[src/rtl/enemy_spawn_scheduler.sv]
// Round-robin enemy spawner: issues one spawn request per cooldown period to free, enabled slots.
// Decision 1 cycle after cooldown expires; request holds until spawn_ack; game_active low aborts.
module enemy_spawn_scheduler #(
  parameter int N_ENEMY        = 23,
  parameter int SPAWN_INTERVAL = 3
) (
  input  logic               clk,
  input  logic               rst,
  input  logic               tick,
  input  logic               game_active,
  input  logic [N_ENEMY-1:0] enable_enemy,
  input  logic [N_ENEMY-1:0] enemy_kill,
  input  logic               spawn_ack,
  output logic               spawn_valid,
  output logic [4:0]         spawn_id,
  output logic [N_ENEMY-1:0] alive,
  output logic [4:0]         alive_count
);

  typedef enum logic [1:0] {IDLE, COOLDOWN, SPAWN} state_t;

  state_t             state, state_n;
  logic [7:0]         cnt, cnt_n;
  logic [4:0]         last_id, last_id_n, id_n;
  logic               valid_n;
  logic [N_ENEMY-1:0] alive_n;
  logic [N_ENEMY-1:0] cand;
  logic               found_hi;
  logic [4:0]         pick_hi, pick_lo, pick;

  assign cand = enable_enemy & ~alive;

  // Lowest candidate above last_id wins; otherwise wrap to the lowest candidate overall.
  always_comb begin
    found_hi = 1'b0;
    pick_hi  = '0;
    pick_lo  = '0;
    for (int i = N_ENEMY - 1; i >= 0; i--) begin
      if (cand[i]) begin
        pick_lo = 5'(i);
      end
      if (cand[i] && (5'(i) > last_id)) begin
        found_hi = 1'b1;
        pick_hi  = 5'(i);
      end
    end
    pick = found_hi ? pick_hi : pick_lo;
  end

  always_comb begin
    state_n   = state;
    cnt_n     = cnt;
    id_n      = spawn_id;
    valid_n   = spawn_valid;
    last_id_n = last_id;
    alive_n   = alive & enable_enemy & ~enemy_kill;
    if (!game_active) begin
      state_n = IDLE;
      valid_n = 1'b0;
      alive_n = '0;
    end else begin
      case (state)
        IDLE: begin
          state_n = COOLDOWN;
          cnt_n   = 8'd0;
        end
        COOLDOWN: begin
          if (cnt == 8'd0) begin
            if (|cand) begin
              id_n    = pick;
              valid_n = 1'b1;
              state_n = SPAWN;
            end
          end else if (tick) begin
            cnt_n = cnt - 8'd1;
          end
        end
        SPAWN: begin
          // Spawn overrides a same-cycle kill of the granted slot, but not a disable.
          if (spawn_ack) begin
            valid_n   = 1'b0;
            cnt_n     = 8'(SPAWN_INTERVAL);
            last_id_n = spawn_id;
            state_n   = COOLDOWN;
            if (enable_enemy[spawn_id]) begin
              alive_n[spawn_id] = 1'b1;
            end
          end
        end
        default: state_n = IDLE;
      endcase
    end
  end

  always_ff @(posedge clk) begin
    if (rst) begin
      state       <= IDLE;
      cnt         <= 8'd0;
      spawn_id    <= 5'd0;
      spawn_valid <= 1'b0;
      last_id     <= 5'(N_ENEMY - 1);
      alive       <= '0;
    end else begin
      state       <= state_n;
      cnt         <= cnt_n;
      spawn_id    <= id_n;
      spawn_valid <= valid_n;
      last_id     <= last_id_n;
      alive       <= alive_n;
    end
  end

  assign alive_count = 5'($countones(alive));

endmodule

[config.mk]
export PLATFORM = sky130hd
export DESIGN_NAME = enemy_spawn_scheduler
export DESIGN_NICKNAME = d
export VERILOG_FILES = /design/src/rtl/enemy_spawn_scheduler.sv
export SDC_FILE = /design/constraint.sdc
export NUM_CORES = 1
export LEC_CHECK = 0
export BUFFER_PORTS_ARGS = -buffer_cell sky130_fd_sc_hd__buf_4
export CAP_MARGIN = 30
export CORE_MARGIN = 2
export CORE_UTILIZATION = 40
export DETAILED_ROUTE_END_ITERATION = 6
export SYNTH_ARGS = -nofsm -noshare
export SYNTH_HDL_FRONTEND = slang
export SYNTH_SLANG_ARGS = --single-unit
[constraint.sdc]
create_clock -name clk -period 12.4 [get_ports clk]
set_input_delay 1.24 -clock clk [delete_from_list [all_inputs] [get_ports clk]]
set_output_delay 1.24 -clock clk [all_outputs]
set_load 0.05 [all_outputs]
==> out/results.ini <==
[layout]
multiInputGateArea_mm2=0.00264
diodes=0
seq_area_um2=881
final_net_count=632
layout-drive-gt1-share_pct=22.4
fillers=865
design_area_mm2=0.00464
areaGrowthSynthToFinish_pct=23.8

[worst_setup_path]
cp_cell_sequence=inv_1, fa_1, fa_1, fa_1, fa_1, fa_1, inv_1, fa_1, fa_1, a21o_1, a21o_1, buf_4
path_buf_inv=3
ff2ff_setup_slack_ns=9.80
reg2reg_from=last_id[1]
reg2reg_depth=7
critPathTopFamily=adder cells
path_depth=12
end_kind=output port
path_common_cell=fa_1
arrival_ns=4.66
startpoint=alive[5]
cp-endpoint=alive_count[4]
start_kind=flip-flop
cp_max_fo=5
worstPathRequired_ns=11.16
cp_slowest_cell=fa_1
r2r_end=spawn_id[1]
crit_type=flip-flop to output port
slowest_delay_ns=0.57

[drt]
avgViaCountPerCell=5.69
dr_total_vias=3787
top_layer_used=met4
avgRoutedWirePerCell_um=18.1
dr_wl_met2_um=5690
wl_met3_um=709
routed_wl_um=12000
drt-met1-wl_um=5270
drc=0
drt_iter0_markers=249
drt-pass1-iter-count=5
antenna_left=0

[timing]
slew_headroom_pct=47.3
fin_crit_sh_pct=47.6
setup-tns-final_ns=0
fin_crit_ns=5.90
hold_violations=0
max_freq_ghz=0.170
worstMarginPinSlew_ns=0.790
clock_skew_ns=0.00603
slew_violations=0
rsz0062_at_grt=no
setup_viol=0
fin_ws_ns=6.50
hold_slack_ns=0.504

[clock_tree]
cts_buffers=5
clock-root-buffer=clkbuf_8
post_cts_buffers=0
clock_path_buffers=2
cts_tree=built
insertion_delay_ns=0.30
htreeDepth=2
hold_buffers=0
cts_resized=0
cts.sinks=44
path_clk_slew_ns=0.10

[grt]
grt_max_degree=23
grt_overflow=0
grt_pass1_vias=3735
grt_antenna_before_repair=0
grt_usage_pct=24.8
grt_pass1_wl_um=19400

[yosys]
synth-edff-count=0
syn-num-nets=553
ys_seq_area_share_pct=23.5
synth_commonest_cells=nor2_1 (72), a21oi_1 (45), dfxtp_1 (44), nand2_1 (43), inv_1 (35)
synthTopCellsByArea=dfxtp_1 (24%), fa_1 (8.5%), nor2_1 (7.2%)
synth_top_area_share_pct=23.5
synth_top_area_cell=dfxtp_1
syn-instance-count=474
synth-seq-cells=44
async_flop_share_pct=0
yosysWarnings=0
avgSynthCellArea_um2=7.91
synth_area_mm2=0.00375
synthFlopType=dfxtp_1
yosysUniqueCellTypes=78
yosysMostFrequentCell=nor2_1

[pwr]
power.leakage_nw=2.06
powerDensity_mw_per_mm2=83.3
power.internal_uw=282
p_sw_uw=104
clock_power_share_pct=40.6
pwr-share-seq_pct=38.9
p_comb_share_pct=20.5
p_sw_share_pct=27.0
ir_drop_uv=43.9

[placement]
dp_slack_ns=6.84
place_area_mm2=0.00448
port_buffers=84
hpwl_um=9220
gp_congestion=0.865

[die]
die-area_mm2=0.0102
initial_core_util_pct=40.9
die_w_um=101
core_area_mm2=0.00915
io_pins=85
rows=35
fp.dieH_um=101

[hold_path]
hold_path_class=flip-flop to flip-flop

[outcome]
status=finished, final reports clean

[flow_run]
maxCapViolCount=0

[cell usage in the layout (no fill, tap or decap), types with 4 or more instances in the layout]
| master | netlist | layout |
|---|---|---|
| a21o_1 | 7 | 7 |
| a21oi_1 | 45 | 45 |
| a31oi_1 | 4 | 4 |
| and3_1 | 7 | 7 |
| buf_4 | 5 | 88 |
| clkbuf_8 | 0 | 5 |
| dfxtp_1 | 44 | 44 |
| fa_1 | 16 | 16 |
| ha_1 | 12 | 12 |
| inv_1 | 35 | 35 |
| mux2i_1 | 6 | 6 |
| mux4_2 | 4 | 4 |
| nand2_1 | 43 | 43 |
| nand2b_1 | 20 | 20 |
| nand2b_2 | 4 | 4 |
| nand3_1 | 10 | 10 |
| nand4_1 | 4 | 4 |
| nor2_1 | 72 | 72 |
| nor2b_1 | 8 | 8 |
| nor3_1 | 4 | 4 |
| o211ai_1 | 6 | 6 |
| o21ai_0 | 17 | 17 |
| xor2_1 | 6 | 6 |
[registers in the layout, summed over array words and instances, names as in the netlist]
| name | count |
|---|---|
| alive | 23 |
| cnt | 8 |
| last_id | 5 |
| spawn_id | 5 |
| spawn_valid | 1 |
| state | 2 |
[logic make-up (layout without fill, tap and decap cells)]
| group | Yosys count | in the layout | share of synthesized area [%] |
|---|---|---|---|
| buffers and inverters | 52 | 132 | 6.01 |
| adders and majority gates | 29 | 29 | 12.8 |
| DFF | 44 | 44 | 23.5 |
| AOI/OAI and AO/OA | 119 | 119 | 21.0 |
| muxes | 11 | 11 | 4.71 |
| and+or+nand+nor | 211 | 211 | 30.1 |
| xor gates and xnor gates | 8 | 8 | 1.87 |
[power by group through the flow]
stage	logic [mW]	clock network [mW]	registers, mW
finish	0.0792	0.157	0.151
global route	0.0869	0.165	0.151
CTS	0.0785	0.159	0.150
detailed placement	0.0780	0	0.154
global placement	0.0764	0	0.154
floorplan	0.0468	0	0.155
[cell type report]
cell class | instances | share of cell area [%]
well taps | 111 | 2.99
inverters | 35 | 2.83
flip-flops and latches | 44 | 19.0
clock inverters | 3 | 1.94
clock buffers | 5 | 1.48
multi-input cells | 378 | 56.9
repair buffers | 89 | 14.8
[routing by layer]
layer  GRT usage [%]  up-vias
met5               0        -
met4            7.59        0
met1            32.6     1792
met2            41.4      142
li1                -     1829
met3            4.30       24
[worst min path at each step]
stage | startpoint | end | slack [ns] | cells after the start
2_1_floorplan | cnt[1] | cnt[1] | 0.46 | 2
3_3_place_gp | cnt[1] | cnt[1] | 0.48 | 2
3_5_place_dp | cnt[1] | cnt[1] | 0.48 | 2
4_1_cts | cnt[1] | cnt[1] | 0.50 | 2
5_1_grt | cnt[1] | cnt[1] | 0.54 | 2
6_report | cnt[0] | cnt[0] | 0.50 | 2
[through the flow]
step / utilization [%] / std cells / power, mW
3_3_place_gp: 48.7 / 656 / 0.230
2_1_floorplan: - / 474 / 0.202
5_1_grt: 50.7 / 665 / 0.403
3_5_place_dp: 49.0 / 657 / 0.232
4_1_cts: 50.7 / 665 / 0.387
6_report: 50.7 / 665 / 0.387
[worst reg2reg max path, cell delays in order (launching register included)]
cell and delay (ns):
dfxtp_1 0.84, nand3_1 0.21, a32o_1 0.34, o31ai_2 0.29, and4_1 0.27, and3_1 0.23
nand3_1 0.11, o41ai_1 0.23
(Power assumes the default switching activity.)
